--- src/rtl/sram_mem_ctrl.sv ---
`default_nettype none
// ============================================================================
// Module   : sram_mem_ctrl
// Purpose  : MEM-stage data access as two 16-bit asynchronous SRAM accesses
//            with programmable wait states. Optional: SRAM_MEM_CTRL_POSTED_WRITE_EN
// Revision : 1.0 - initial release
// ============================================================================
module sram_mem_ctrl #(
  parameter int ADDR_BASE   = 1024,
  parameter int WAIT_CYCLES = 5,
  parameter int SRAM_AW     = 18
) (
  input  logic               clk,
  input  logic               rst,
  input  logic               wr_en,
  input  logic               rd_en,
  input  logic [31:0]        address,
  input  logic [31:0]        wdata,
  output logic [31:0]        rdata,
  output logic               ready,
  output logic [SRAM_AW-1:0] sram_addr,
  output logic [15:0]        sram_dq_o,
  output logic               sram_dq_oe,
  input  logic [15:0]        sram_dq_i,
  output logic               sram_we_n,
  output logic               sram_oe_n
);

  localparam int            CW       = (WAIT_CYCLES > 1) ? $clog2(WAIT_CYCLES) : 1;
  localparam logic [CW-1:0] C_LAST   = CW'(WAIT_CYCLES - 1);
  localparam bit            C_SINGLE = (WAIT_CYCLES == 1);

  typedef enum logic [1:0] {
    S_IDLE = 2'd0,
    S_LO   = 2'd1,
    S_HI   = 2'd2,
    S_DONE = 2'd3
  } state_t;

  state_t               r_state;
  state_t               w_next;
  logic [CW-1:0]        r_cnt;
  logic                 r_is_wr;
  logic [SRAM_AW-2:0]   r_word;
  logic [31:0]          r_wdata;
  logic [31:0]          r_rdata;

  logic                 w_req;
  logic                 w_last;
  logic                 w_hi;
  logic [31:0]          w_off;
  logic [SRAM_AW-2:0]   w_word;
  logic                 w_unused;

  assign w_req    = rd_en | wr_en;
  assign w_last   = (r_cnt == C_LAST);
  assign w_hi     = (r_state == S_HI);
  assign w_off    = address - 32'(ADDR_BASE);
  assign w_word   = w_off[SRAM_AW:2];
  assign w_unused = ^{w_off[31:SRAM_AW+1], w_off[1:0]};
  assign rdata    = r_rdata;

  always_ff @(posedge clk or negedge rst) begin
    if (!rst) begin
      r_state <= S_IDLE;
      r_cnt   <= '0;
      r_is_wr <= 1'b0;
      r_word  <= '0;
      r_wdata <= '0;
      r_rdata <= '0;
    end else begin
      r_state <= w_next;
      case (r_state)
        S_IDLE: begin
          r_cnt <= '0;
          if (w_req) begin
            r_word  <= w_word;
            r_wdata <= wdata;
            r_is_wr <= wr_en;
          end
        end
        S_LO, S_HI: begin
          r_cnt <= w_last ? '0 : r_cnt + CW'(1);
          // Read data is captured at the end of the full wait window.
          if (!r_is_wr && w_last) begin
            if (w_hi) r_rdata[31:16] <= sram_dq_i;
            else      r_rdata[15:0]  <= sram_dq_i;
          end
        end
        default: r_cnt <= '0;
      endcase
    end
  end

  always_comb begin
    w_next     = r_state;
    ready      = 1'b0;
    sram_addr  = {r_word, 1'b0};
    sram_dq_o  = '0;
    sram_dq_oe = 1'b0;
    sram_we_n  = 1'b1;
    sram_oe_n  = 1'b1;
    case (r_state)
      S_IDLE: begin
        ready = ~w_req;
`ifdef SRAM_MEM_CTRL_POSTED_WRITE_EN
        if (wr_en) ready = 1'b1;
`endif
        if (w_req) w_next = S_LO;
      end
      S_LO, S_HI: begin
        sram_addr = {r_word, w_hi};
        if (r_is_wr) begin
          sram_dq_o  = w_hi ? r_wdata[31:16] : r_wdata[15:0];
          sram_dq_oe = 1'b1;
          // Strobe released one cycle early so data is held past we_n rise.
          sram_we_n  = w_last & ~C_SINGLE;
`ifdef SRAM_MEM_CTRL_POSTED_WRITE_EN
          ready      = ~w_req;
`endif
        end else begin
          sram_oe_n = 1'b0;
        end
        if (w_last) begin
          if (!w_hi) w_next = S_HI;
`ifdef SRAM_MEM_CTRL_POSTED_WRITE_EN
          else if (r_is_wr) w_next = S_IDLE;
`endif
          else w_next = S_DONE;
        end
      end
      S_DONE: begin
        ready  = 1'b1;
        w_next = S_IDLE;
      end
      default: w_next = S_IDLE;
    endcase
    if (!rst) ready = 1'b0;
  end

endmodule
`default_nettype wire

--- config.mk ---
export PLATFORM = sky130hd
export DESIGN_NAME = sram_mem_ctrl
export DESIGN_NICKNAME = d
export VERILOG_FILES = /design/src/rtl/sram_mem_ctrl.sv
export SDC_FILE = /design/constraint.sdc
export NUM_CORES = 1
export LEC_CHECK = 0
export ABC_CLOCK_PERIOD_IN_PS = 1700
export BUFFER_PORTS_ARGS = -buffer_cell sky130_fd_sc_hd__buf_2
export CORE_UTILIZATION = 35
export DETAILED_ROUTE_END_ITERATION = 8
export SLEW_MARGIN = 30
export SYNTH_ARGS = -nofsm -noshare
export SYNTH_HDL_FRONTEND = slang
export SYNTH_SLANG_ARGS = --single-unit
--- constraint.sdc ---
create_clock -name clk -period 1.7 [get_ports clk]
set_input_delay 0.085 -clock clk [delete_from_list [all_inputs] [get_ports clk]]
set_output_delay 0.085 -clock clk [all_outputs]
set_load 0.03 [all_outputs]
## Word-level counts from Yosys, hierarchy flattened

Cells that the tools add are included.

| cells by class | value |
|---|---|
| add/subtract/negate cells | 2 |
| equality and inequality tests | 6 |
| bitwise logic cells | 3 |
| reduce and logical (&&, ||, !) cells | 8 |
| multiplexer cells | 17 |

Operators with widths:

| cell | number |
|---|---|
| $mux W16 | 3 |
| $sub A19 B11 Y19 const B | 1 |
| $mux W1 | 8 |
| $mux W3 | 2 |
| $pmux W2 S3 | 1 |
| $reduce_and A3 Y1 | 2 |
| $eq A2 B2 Y1 const B | 2 |
| $mux W2 | 2 |
| $ne A2 B2 Y1 const B | 2 |
| $reduce_and A2 Y1 | 2 |
| $add A3 B1 Y3 const B | 1 |
| $eq A3 B3 Y1 const B | 1 |
| $eq A2 B1 Y1 const B | 1 |
| $logic_not A2 Y1 | 1 |
| $not A1 Y1 | 2 |
| $pmux W1 S2 | 1 |
| $reduce_or A2 Y1 | 1 |
| $logic_and A1 B1 Y1 | 1 |
| $logic_not A1 Y1 | 1 |
| $or A1 B1 Y1 | 1 |

| storage, ports and cells | value |
|---|---|
| logic and storage cells | 43 |
| input bits | 84 |
| output and inout bits | 70 |
| bits in registers | 87 |

## Logic depth before layout (Yosys ltp)

| depth | value |
|---|---|
| word-level depth | 4 |
| mapped depth | 8 |
| depth with buffers taken out | 5 |

## Worst setup path after synthesis

OpenSTA, ideal clock, no wires.

| timing | value |
|---|---|
| path type | register -> register |
| start | register r_state[0] |
| end | register r_rdata[21], in the netlist rdata[21] |
| library setup time | 0.125 ns |
| stages on the path, launching flop included | 9 |
| setup slack | -0.305 ns |
| path buffers | 3 |
| data arrival time | 1.881 ns |
| path through | dfrtp_1 -> inv_1 -> ha_1 -> buf_2 -> inv_1 -> or2_1 -> buf_6 -> buf_6 -> mux2_2 |

| between the ends | value |
|---|---|
| cells in the longest elaborated chain, start to end | 3 |
| elaborated cells on any way between the ends | 4 |

RTL lines:

| element | line | text |
|---|---|---|
| start, declared | 40 | `state_t r_state;` |
| start signal, assigned | 72 | `r_state <= w_next;` |
| $eq A2 B2 Y1 or $eq A2 B1 Y1 (tied branches) | 57, 73 |  |
| $reduce_or A2 Y1 | 73 | `case (r_state)` |
| $reduce_and A3 Y1 (no line) * | - |  |
| end signal, assigned | 86 | `if (w_hi) r_rdata[31:16] <= sram_dq_i;` |
| end, declared | 46 | `logic [31:0] r_rdata;` |

Every way passes the cells marked *; elsewhere a longest branch is shown, timed or not.
A chain may end at the register's enable or synchronous reset.

## Worst setup path after layout

| timing | value |
|---|---|
| start | register r_state[0] |
| end | output sram_dq_o[12] |

| between the ends | value |
|---|---|
| cells in the longest elaborated chain, start to end | 4 |
| elaborated cells on any way between the ends | 6 |

RTL lines:

| element | line | text |
|---|---|---|
| $eq A2 B2 Y1 | 57, 103 |  |
| $mux W16 | 114 | `sram_dq_o = w_hi ? r_wdata[31:16] : r_wdata[15:0];` |
| $mux W16 | 113 | `if (r_is_wr) begin` |
| $mux W16 * | 103 | `case (r_state)` |
| end, declared | 22 | `output logic [15:0] sram_dq_o,` |

Marked as above.

==> flow_metrics.tcl <==
set metrics [dict create \
    p_seq_share_pct 30.3 \
    cts_buffer_depth 2 \
    start_util_pct 36.16 \
    yosysSeqAreaShare_pct 58.06 \
    hold_path.class "primary input to flip-flop" \
    slowest_delay_ns 0.40 \
    synthCells 361 \
    synth_top_cells_by_count "nand2_1 (131), dfrtp_1 (87), mux2_2 (32)" \
    grt_max_degree 88 \
    track_usage_pct 17.95 \
    post-route-period-util_pct 105.7 \
    violations "setup timing" \
    synth_top_area_share_pct 58.06 \
    synth-edff-count 0 \
    numCtsBuffers 9 \
    coreArea_um2 10370 \
    fmax_ghz 0.5566 \
    fp.dieH_um 105.5 \
    port_buffers 138 \
    worstPathMaxFanout 9 \
    hold_viol_final 0 \
    final.fill_count 870 \
    yosysWarnings 0 \
    drt-vias-per-instance 4.573 \
    clk-insertion-delay-late_ns 0.36 \
    cts_tree "done" \
    die_w_um 105.5 \
    leakagePower_nw 2.961 \
    synth_top_area_cell "dfrtp_1" \
    syn-num-nets 451 \
    cap_viol_max_count 0 \
    synth_area_um2 3750 \
    fin_crit_ns 1.797 \
    power_density_nw_per_um2 1975 \
    ys.flop_type "dfrtp_1" \
    first_global_vias 3231 \
    sw_frac_of_total_pct 43.78 \
    status "finished, violations left" \
    drtPass1Iterations 4 \
    drive_above_1_share_pct 43.34 \
    ys_top_cells_by_area "dfrtp_1 (58%), nand2_1 (13%), mux2_2 (9.6%)" \
    finish.instance_area_um2 6147 \
    ys_ff_latch 87 \
    setup_violations 22 \
    grt_setup_unrepaired "yes" \
    tightestPinTransition_ns 0.6069 \
    std_cell_rows 37 \
    internal_power_mw 6.825 \
    wirelength_um 9896 \
    drc_errors 0 \
    grt_pass1_wl_um 15580 \
    cts.htree.levels 3 \
    wl_per_cell_um 13.71 \
    max_slew_margin_pct 59.39 \
    synth.distinct_cells 32 \
    avgSynthCellArea_um2 10.39 \
    slew_viol_final 0 \
    ant_nets 0 \
    io_pins 154 \
    gp_congestion 0.7190 \
    yosys.cell_count.top_type "nand2_1" \
    clock_power_share_pct 13.4 \
    overflow 0 \
    crit_slowest_cell "dfrtp_1" \
    worstPathRequired_ns 1.62 \
    cp-start-kind "flip-flop" \
    total_power_mw 12.14 \
    clockRootBuffer "clkbuf_8" \
    crit_path_end_kind "output pin" \
    cts_sinks 87 \
    crit_type "flip-flop to output pin" \
    clk_pin_slew_ns 0.09 \
    dieArea_um2 11130 \
    combinationalPowerShare_pct 56.3 \
    drtIter0Drc 93 \
    syn2layout_area_growth_pct 63.93 \
    antenna_cells 0 \
    critPathArrivalTime_ns 1.71 \
    vdd_ir_drop_max_mv 0.9908 \
    tns_ns -1.332 \
    antenna_found_initial 0 \
    place_area_um2 4752 \
    async_reset_ff_share_pct 100.0 \
    whs_ns 0.02403 \
    min_path_cells 3 \
    p_sw_mw 5.315 \
    vias 3302 \
    design.final.nets 671 \
    r2r_cells 6 \
    finClkSkew_ns 0.007897 \
    setup_slack_ns -0.09654 \
    cp_cell_sequence "inv_2, ha_4, buf_12, mux2i_2, nor2_4, buf_6" \
    hpwl_um 5832 \
]
-- area by class of cell --
type,instances,area (µm²),area share [%]
well taps,136,170.2,2.768
inverters,8,30.03,0.4885
repair buffers,226,1789,29.11
multi-input cells,249,1754,28.54
clock buffers,9,123.9,2.015
flip-flops and latches,87,2177,35.42
clock inverters,7,102.6,1.669
-- layer usage --
layer	track usage [%]	vias to the layer above	routed length, µm
met2	30.45	95	4948
met1	22.70	1579	4359
met4	5.556	0	148
met3	4.205	12	439
li1	-	1616	-
met5	0	-	0
-- path summary, 6_finish.rpt --
kind / slack (ns) / startpoint / endpoint
worst max-delay path: -0.1 / r_state[0] / sram_dq_o[12]
worst min register to register: 0.48 / r_cnt[0] / r_cnt[0]
max in group asynchronous: 1.02 / rst / r_wdata[6]
min in group asynchronous: 0.34 / rst / rdata[0]
worst min-delay path: 0.02 / address[17] / r_word[15]
worst max register to register: 0 / r_state[0] / rdata[21]
-- critical path: cells and delay by family (launching register included) --
kind / cells / cell delay [ns]
AND/OR/NAND/NOR: 1 / 0.05
adder cells (fa/ha/maj): 1 / 0.20
flip-flops: 1 / 0.40
buffers and inverters: 3 / 0.42
multiplexers: 1 / 0.29
-- layout by cell type, fill, tap and decap left out, types with 2 or more instances in the layout --
cell type	count
buf_4	18
nand2_1	130
nor2_2	4
buf_2	117
mux2_2	32
inv_1	4
ha_4	3
a31oi_1	5
or4_1	2
inv_2	4
clkbuf_8	9
o31ai_1	3
xnor2_1	3
nor2_1	13
buf_6	18
nor2_4	10
mux2i_4	9
mux2i_1	7
buf_16	2
buf_12	7
dfrtp_1	87
or3_1	2
clkinv_4	2
o21ai_0	6
dlygate4sd3_1	62
clkbuf_16	2
inv_6	2
bufinv_16	2
ha_1	2
-- sequential cells by signal, indices dropped and copies added (netlist names) --
name	count
r_state	2
rdata	32
r_is_wr	1
r_wdata	32
r_word	17
r_cnt	3
-- kinds of logic (layout without fill, tap and decap cells) --
kind of cell,count (synthesis),in the layout,synth area share [%]
and+or+nand+nor,172,172,18.79
buffers and inverters,25,250,3.170
xor gates and xnor gates,3,3,0.7008
AOI/OAI and AO/OA,19,19,3.136
adders and majority gates,6,6,2.002
muxes,49,49,14.15
DFF,87,87,58.06
-- power by group through the flow --
stage	combinational, mW	sequential, mW	clock, mW
final	6.84	3.68	1.62
after global routing	7.36	3.81	1.75
after CTS	6.23	3.59	1.68
after detailed placement	5.30	3.58	0
after global placement	5.19	3.54	0
after floorplan	2.54	4.59	0
-- timing repair --
item | in CTS | in global routing
pin swaps | 2 | 10
buffers inserted | 3 | 6
hold endpoints to repair | 164 | 0
endpoints found under the setup margin | 21 | 38
hold buffers | 62 | 0
cloned | 2 | 2
resized for setup | 58 | 35
-- stage by stage --
| stage | setup slack (ns) | util [%] | std cells |
|---|---|---|---|
| after floorplan | -0.1514 | - | 361 |
| after global placement | 0.02485 | 45.83 | 631 |
| after detailed placement | -0.01402 | 45.83 | 631 |
| after CTS | -0.09644 | 56.73 | 714 |
| after global routing | -0.1607 | 59.28 | 722 |
| final | -0.09654 | 59.28 | 722 |
Power figures use the tool's default switching activity.
